## src/rtl/alu_arb_pkg.sv

```systemverilog
// Shared opcode constants and FSM state encoding for the two-requester ALU arbiter.
package alu_arb_pkg;

    typedef enum logic [1:0] {
        ST_IDLE = 2'd0,
        ST_EXEC = 2'd1,
        ST_RESP = 2'd2
    } state_t;

    localparam logic [2:0] OP_AND = 3'b000;
    localparam logic [2:0] OP_OR  = 3'b001;
    localparam logic [2:0] OP_XOR = 3'b010;
    localparam logic [2:0] OP_ADD = 3'b011;
    localparam logic [2:0] OP_SUB = 3'b100;
    localparam logic [2:0] OP_NOT = 3'b101;
    localparam logic [2:0] OP_RED = 3'b110;
    localparam logic [2:0] OP_UND = 3'b111;

endpackage

```

## src/rtl/alu_core.sv

```systemverilog
// Combinational ALU operating on the arbiter's captured operands.
// Macro ALU_ARB_REDUCE_EN enables the reduction-OR opcode; otherwise it yields zero.
module alu_core
    import alu_arb_pkg::*;
#(
    parameter int WIDTH = 4
) (
    input  logic [WIDTH-1:0] a,
    input  logic [WIDTH-1:0] b,
    input  logic [2:0]       op,
    output logic [WIDTH-1:0] y
);

    // Opcode decode; ADD and SUB wrap modulo 2^WIDTH by truncation
    always_comb begin
        y = {WIDTH{1'b0}};
        case (op)
            OP_AND: y = a & b;
            OP_OR:  y = a | b;
            OP_XOR: y = a ^ b;
            OP_ADD: y = a + b;
            OP_SUB: y = a - b;
            OP_NOT: y = ~a;
            OP_RED: begin
`ifdef ALU_ARB_REDUCE_EN
                y = {{(WIDTH-1){1'b0}}, |a};
`else
                y = {WIDTH{1'b0}};
`endif
            end
            default: y = {WIDTH{1'b0}};
        endcase
    end

endmodule

```

## src/rtl/alu_arbiter.sv

```systemverilog
// Round-robin arbiter in front of a single shared ALU: accept, execute, hold the
// response until consumed. Build option: ALU_ARB_REDUCE_EN (see alu_core).
module alu_arbiter
    import alu_arb_pkg::*;
#(
    parameter int WIDTH = 4
) (
    input  logic             clk,
    input  logic             rst,
    input  logic             req0_valid,
    input  logic [2:0]       req0_op,
    input  logic [WIDTH-1:0] req0_a,
    input  logic [WIDTH-1:0] req0_b,
    output logic             req0_ready,
    input  logic             req1_valid,
    input  logic [2:0]       req1_op,
    input  logic [WIDTH-1:0] req1_a,
    input  logic [WIDTH-1:0] req1_b,
    output logic             req1_ready,
    output logic             rsp_valid,
    output logic             rsp_id,
    output logic [WIDTH-1:0] rsp_y,
    output logic             rsp_zero,
    input  logic             rsp_ready
);

    state_t           r_state;
    state_t           w_state_nxt;
    logic             r_last;
    logic [2:0]       r_op;
    logic [WIDTH-1:0] r_a;
    logic [WIDTH-1:0] r_b;
    logic             r_id;
    logic             r_rsp_valid;
    logic             r_rsp_id;
    logic [WIDTH-1:0] r_rsp_y;
    logic             r_rsp_zero;

    logic             w_gnt0;
    logic             w_gnt1;
    logic             w_accept;
    logic [WIDTH-1:0] w_y;

    // Grant selection: a tie goes to the requester that did not win last time
    always_comb begin
        w_gnt0 = 1'b0;
        w_gnt1 = 1'b0;
        if (!rst && (r_state == ST_IDLE)) begin
            if (req0_valid && req1_valid) begin
                if (r_last) begin
                    w_gnt0 = 1'b1;
                end else begin
                    w_gnt1 = 1'b1;
                end
            end else begin
                w_gnt0 = req0_valid;
                w_gnt1 = req1_valid;
            end
        end else begin
            w_gnt0 = 1'b0;
            w_gnt1 = 1'b0;
        end
    end

    assign w_accept   = w_gnt0 | w_gnt1;
    assign req0_ready = w_gnt0;
    assign req1_ready = w_gnt1;

    // Next-state logic
    always_comb begin
        w_state_nxt = r_state;
        case (r_state)
            ST_IDLE: begin
                if (w_accept) begin
                    w_state_nxt = ST_EXEC;
                end else begin
                    w_state_nxt = ST_IDLE;
                end
            end
            ST_EXEC: w_state_nxt = ST_RESP;
            ST_RESP: begin
                if (r_rsp_valid && rsp_ready) begin
                    w_state_nxt = ST_IDLE;
                end else begin
                    w_state_nxt = ST_RESP;
                end
            end
            default: w_state_nxt = ST_IDLE;
        endcase
    end

    // State register
    always_ff @(posedge clk) begin
        if (rst) begin
            r_state <= ST_IDLE;
        end else begin
            r_state <= w_state_nxt;
        end
    end

    // Operand capture on accept; the ALU sees only these registers afterwards
    always_ff @(posedge clk) begin
        if (rst) begin
            r_last <= 1'b1;
            r_op   <= 3'b000;
            r_a    <= {WIDTH{1'b0}};
            r_b    <= {WIDTH{1'b0}};
            r_id   <= 1'b0;
        end else if (w_accept) begin
            r_last <= w_gnt1;
            r_id   <= w_gnt1;
            r_op   <= w_gnt1 ? req1_op : req0_op;
            r_a    <= w_gnt1 ? req1_a  : req0_a;
            r_b    <= w_gnt1 ? req1_b  : req0_b;
        end
    end

    alu_core #(
        .WIDTH(WIDTH)
    ) u_alu_core (
        .a  (r_a),
        .b  (r_b),
        .op (r_op),
        .y  (w_y)
    );

    // Response registers: loaded in EXEC, held through RESP until the handshake
    always_ff @(posedge clk) begin
        if (rst) begin
            r_rsp_valid <= 1'b0;
            r_rsp_id    <= 1'b0;
            r_rsp_y     <= {WIDTH{1'b0}};
            r_rsp_zero  <= 1'b0;
        end else if (r_state == ST_EXEC) begin
            r_rsp_valid <= 1'b1;
            r_rsp_id    <= r_id;
            r_rsp_y     <= w_y;
            r_rsp_zero  <= (w_y == {WIDTH{1'b0}});
        end else if ((r_state == ST_RESP) && r_rsp_valid && rsp_ready) begin
            r_rsp_valid <= 1'b0;
        end
    end

    assign rsp_valid = r_rsp_valid;
    assign rsp_id    = r_rsp_id;
    assign rsp_y     = r_rsp_y;
    assign rsp_zero  = r_rsp_zero;

endmodule

```

## config.mk

```make
export PLATFORM = sky130hd
export DESIGN_NAME = alu_arbiter
export DESIGN_NICKNAME = d
export VERILOG_FILES = /design/src/rtl/alu_arb_pkg.sv /design/src/rtl/alu_core.sv /design/src/rtl/alu_arbiter.sv
export SDC_FILE = /design/constraint.sdc
export NUM_CORES = 1
export LEC_CHECK = 0
export BUFFER_PORTS_ARGS = -buffer_cell sky130_fd_sc_hd__buf_2
export CAP_MARGIN = 10
export CELL_PAD_IN_SITES_DETAIL_PLACEMENT = 1
export CELL_PAD_IN_SITES_GLOBAL_PLACEMENT = 1
export CORE_AREA = 2 2 64 66
export CTS_CLUSTER_DIAMETER = 150
export DETAILED_ROUTE_END_ITERATION = 16
export DIE_AREA = 0 0 66 68
export PLACE_DENSITY_LB_ADDON = 0.1
export SLEW_MARGIN = 20
export SYNTH_ARGS = -nofsm -noshare
export SYNTH_HDL_FRONTEND = slang
export SYNTH_HIERARCHICAL = 1
export SYNTH_SLANG_ARGS = --single-unit
```

## constraint.sdc

```tcl
create_clock -name clk -period 5.2 [get_ports clk]
set_input_delay 1.04 -clock clk [delete_from_list [all_inputs] [get_ports clk]]
set_output_delay 1.04 -clock clk [all_outputs]
set_load 0.01 [all_outputs]
```

; ---- Word-level counts from Yosys, hierarchy flattened
; Index checks and enable logic that the tools add are counted.
[word_totals]
wordCells = 49
reg_bits = 22
[classes]
n_reduce_logical = 10
eq_ne = 7
add_sub_neg = 2
n_mux = 15
n_bitwise = 5
[ops]
columns = operator, count
row1 = 4-bit case mux with 6 select lines, 1
row2 = 1-bit two-way mux, 9
row3 = 4-bit two-way mux, 2
row4 = 3-bit by 2-bit equality test with 1-bit output (second input constant), 2
row5 = 3-bit equality test (second input constant), 2
row6 = 2-bit case mux with 3 select lines, 1
row7 = 1-bit logical AND, 5
row8 = 4-bit adder, 1
row9 = 4-bit AND, 1
row10 = 4-bit zero test, 1
row11 = 4-bit NOT, 1
row12 = 4-bit OR, 1
row13 = 4-bit subtractor, 1
row14 = 4-bit XOR, 1
row15 = 3-bit by 1-bit equality test with 1-bit output (second input constant), 1
row16 = 3-bit zero test, 1
row17 = 3-bit two-way mux, 1
row18 = 2-bit by 1-bit equality test with 1-bit output (second input constant), 1
row19 = 2-bit equality test (second input constant), 1
row20 = 2-bit zero test, 1
row21 = 2-bit two-way mux, 1
row22 = 2-bit nonzero test, 1
row23 = 1-bit zero test, 1
row24 = 1-bit OR, 1

; ---- Longest topological paths before layout
[depth]
depth_word = 6
depth_mapped = 12

; ---- By module
; Netlist, hierarchy kept.
[by_module_without_submodules]
columns = mod, area_per_inst_um2, seq_area_each_um2, cells_each, n_inst
row1 = alu_arbiter, 1026.0, 440.4, 112, 1
row2 = alu_core, 528.0, 0.0, 67, 1

; ---- Worst setup path before layout
; No wires, ideal clock.
[synth_path]
path_type = input to output
startpoint = in rst
endpoint = out req0_ready
required_ns = 4.160
arrival_ns = 1.765
cell_stages = 3
path_slack_ns = 2.395
path_cell_list = or3_4 > buf_6 > nor3b_2
[synth_via]
elab_chain_len = 3
[synth_rtl]
columns = item, line_no
row1 = from (decl), alu_arbiter.sv:9  ; input logic rst,
row2 = 1-bit zero test, alu_arbiter.sv:48  ; if (!rst && (r_state == ST_IDLE)) begin
row3 = 1-bit logical AND, alu_arbiter.sv:48
row4 = 1-bit two-way mux, alu_arbiter.sv:48
row5 = to (decl), alu_arbiter.sv:14  ; output logic req0_ready,
; No other way between the ends.

; ---- Worst setup path after layout
[layout_path]
startpoint = in rst
endpoint = out req1_ready
[layout_via]
elab_chain_len = 3
[layout_rtl]
columns = item, line_no
row1 = 1-bit zero test, alu_arbiter.sv:48
row2 = 1-bit logical AND, alu_arbiter.sv:48
row3 = 1-bit two-way mux, alu_arbiter.sv:48
row4 = to (decl), alu_arbiter.sv:19  ; output logic req1_ready,
; No other way between the ends.

==> metrics <==
post_cts resized=0; max capacitance violation total=0; ANT nets after route=0; post-layout min period=approximately 3.3 ns; CTS Root Cell=clkbuf_8; Die Wd=66 um; Rel. slew slack=between 40% and 50%; die area=0.00449 mm2; total number of vias=1,406; CTS tree=yes; WP data required=4.16 ns; Total Power=0.000538 W; DR WL/cell=15.1 um; XOR/XNOR Fraction of Synth Area=under 10%; status=finished, final reports clean; final worst slack=1.85 ns; Worst EP arrival=2.31 ns; initial antenna violation count=0; final period utilization=64.3%; GP Congestion=0.776; Distinct cells, synth=45; hold_ws=0.490 ns; CTS sink count=22; Area contributors post-synth=dfxtp_1 28%, ha_1 9.7%, a311oi_1 6.2%; #FFs+latches synth=22; Inserted Clock Buffers=3; global-route wire length before repair=6400 um; post-DR vias/cell=5.49; Worst-Skew Late Latency=approximately 0.26 ns; CP startpoint=rst; adder-cell share of the synthesized area=11.0%; RSZ-0062 raised after global routing=false; maximum vdd drop=between 90 and 100 uV; largest net degree at the start of global routing=24; clock-pin slew on the worst setup and hold paths=0.08 ns; RR Startpoint=r_op[2]$_SDFFE_PP0P_; CP Launch Type=primary input; total gr overflow=0; gr usage total=18.1%; Total Routed Length=~3900 um; post-synthesis mux area share=under 10%; Core ar.=between 0.003 and 0.004 mm2; layout cells sized above 1=26.2%; top cell type's share of synthesized area=between 20% and 30%; warnings from Yosys=6; Max Buffers Root-to-Sink=2; I/O pin count=36; Yosys top cell by area=dfxtp_1; setup bufs post-CTS=0; Mapped Cells=179; DRC viols=0; FMAX=299 MHz; first-iteration detailed-routing DRC count=31; Max Transition Viols Final=0; critical path class=in -> out; synthesized net count=219; Least-Margin Pin Slew=0.770 ns; hold_buf cts=0; hold crit path type=reg -> reg; first-pass detailed-route iteration total=4; final net count=247; CTS HTree Levels=1; sequential share of the synthesized area=about 28%; Initial Utilization=between 40% and 50%; Post-Syn Area=0.00155 mm2; largest family of logic cells by synthesized area=compound AO/OA/AOI/OAI gates; skew final=0.00532 ns; HPWL after detailed placement=3050 um; port bufs=35; crit-path max FO=23; final setup fails=0; antenna diode count=0; Power Density=301 mW/mm2; # rows=23; pre-CTS setup slack=1.83 ns; P&R area growth vs syn=14.9%; Post-Synth Simple-Gate Area=19.4%; cell leakage power=between 0.7 and 0.8 nW; critical path endpoint category=output pin; worst min-delay path startpoint=r_id$_SDFFE_PP0P_; Die Y-Extent=about 68 um; vias in the first global route=roughly 1,400; Hold Violations, Final=0; Synth Area in Compound Gates=about 25%; syn avg cell area=approximately 8.7 um2; setup TNS=0 ns
## placed cells by master, fill, tap and decap left out, drive strengths merged, types with 2 or more instances in the layout
cell type   n
or3         2
nor3b       3
dfxtp      22
nand2       7
xnor2       3
a311oi     12
nand3b      2
nor3        2
mux2        2
o21ai      17
nand3      11
ha         12
nor2       15
nor2b       4
buf        35
a21oi      15
clkbuf      3
inv        12
mux2i       8
## kinds of logic (layout without fill, tap and decap cells)
kind of cell | after synthesis | in the layout
adder cells (fa/ha/maj) | 13 | 13
AND/OR/NAND/NOR | 51 | 51
XOR/XNOR | 3 | 3
buffers and inverters | 24 | 51
flip-flops | 22 | 22
AO/OA/AOI/OAI | 56 | 56
multiplexers | 10 | 10
## sequential cells by signal (all words and copies together) (netlist names)
register / flops
r_a: 4
r_b: 4
r_id: 1
r_last: 1
r_op: 3
r_state: 2
rsp_id: 1
rsp_valid: 1
rsp_y: 4
rsp_zero: 1
## cell usage after synthesis, drive strengths merged
cell / n
or3: 2
nand2: 7
ha: 12
nor3: 2
mux2: 2
a2111oi: 1
a311oi: 12
a31oi: 1
o21a: 1
a21bo: 1
nor3b: 3
a21oi: 15
xnor2: 3
clkbuf: 3
mux2i: 8
nor4b: 1
o21bai: 1
o211ai: 1
a21boi: 1
buf: 9
o2111ai: 1
o21ai: 17
nor2b: 4
dfxtp: 22
o22a: 1
inv: 12
o311ai: 1
and3b: 1
nor2: 15
or2: 1
nand3: 11
a211oi: 1
and2: 1
nand3b: 2
nor4: 1
fa: 1
a221o: 1
## power breakdown
part           total (W)  switching (W)  internal (W)
combinational   0.000169      0.0000918     0.0000772
clock           0.000159      0.0000565      0.000103
sequential      0.000209      0.0000246      0.000185
## worst max-delay path, cell delays in order
cell and delay (ns):
buf_2 0.25, nor3_4 0.64, nand2_1 0.16, inv_1 0.08
buf_2 0.12
## cell type report
type                            instances  area [um2]
Clock inverter                          1        30.0
Multi-Input combinational cell        133         991
Clock buffer                            3        41.3
Timing Repair Buffer                   35         175
Tap cell                               50        62.6
Sequential cell                        22         440
Fill cell                             496        2070
Inverter                               12        45.0
## per-stage QoR
stage / instances / cell area [um2] / util (%)
floorplan: 179 / 1550 / -
global route: 256 / 1790 / 46.3
global placement: 252 / 1710 / 44.5
CTS: 256 / 1790 / 46.3
detailed placement: 252 / 1710 / 44.5
finish: 256 / 1790 / 46.3
## metal layers
| metal | up-vias | part of all wire [%] | global-route usage (%) |
|---|---|---|---|
| li1 | 705 | - | - |
| met1 | 671 | 47 | 23.4 |
| met2 | 28 | 49 | 32.3 |
| met3 | 2 | 3.2 | 1.64 |
| met4 | 0 | 0.62 | 5.36 |
| met5 | - | 0 | 0 |
## worst paths after layout
check	depth (start not counted)	end	slack [ns]
max	5	req1_ready	1.85
min	2	r_id$_SDFFE_PP0P_	0.49
max reg2reg	11	rsp_zero$_SDFFE_PP0P_	2.37
min reg2reg	2	r_id$_SDFFE_PP0P_	0.49
Note: power is estimated with default switching activity, not from simulation.
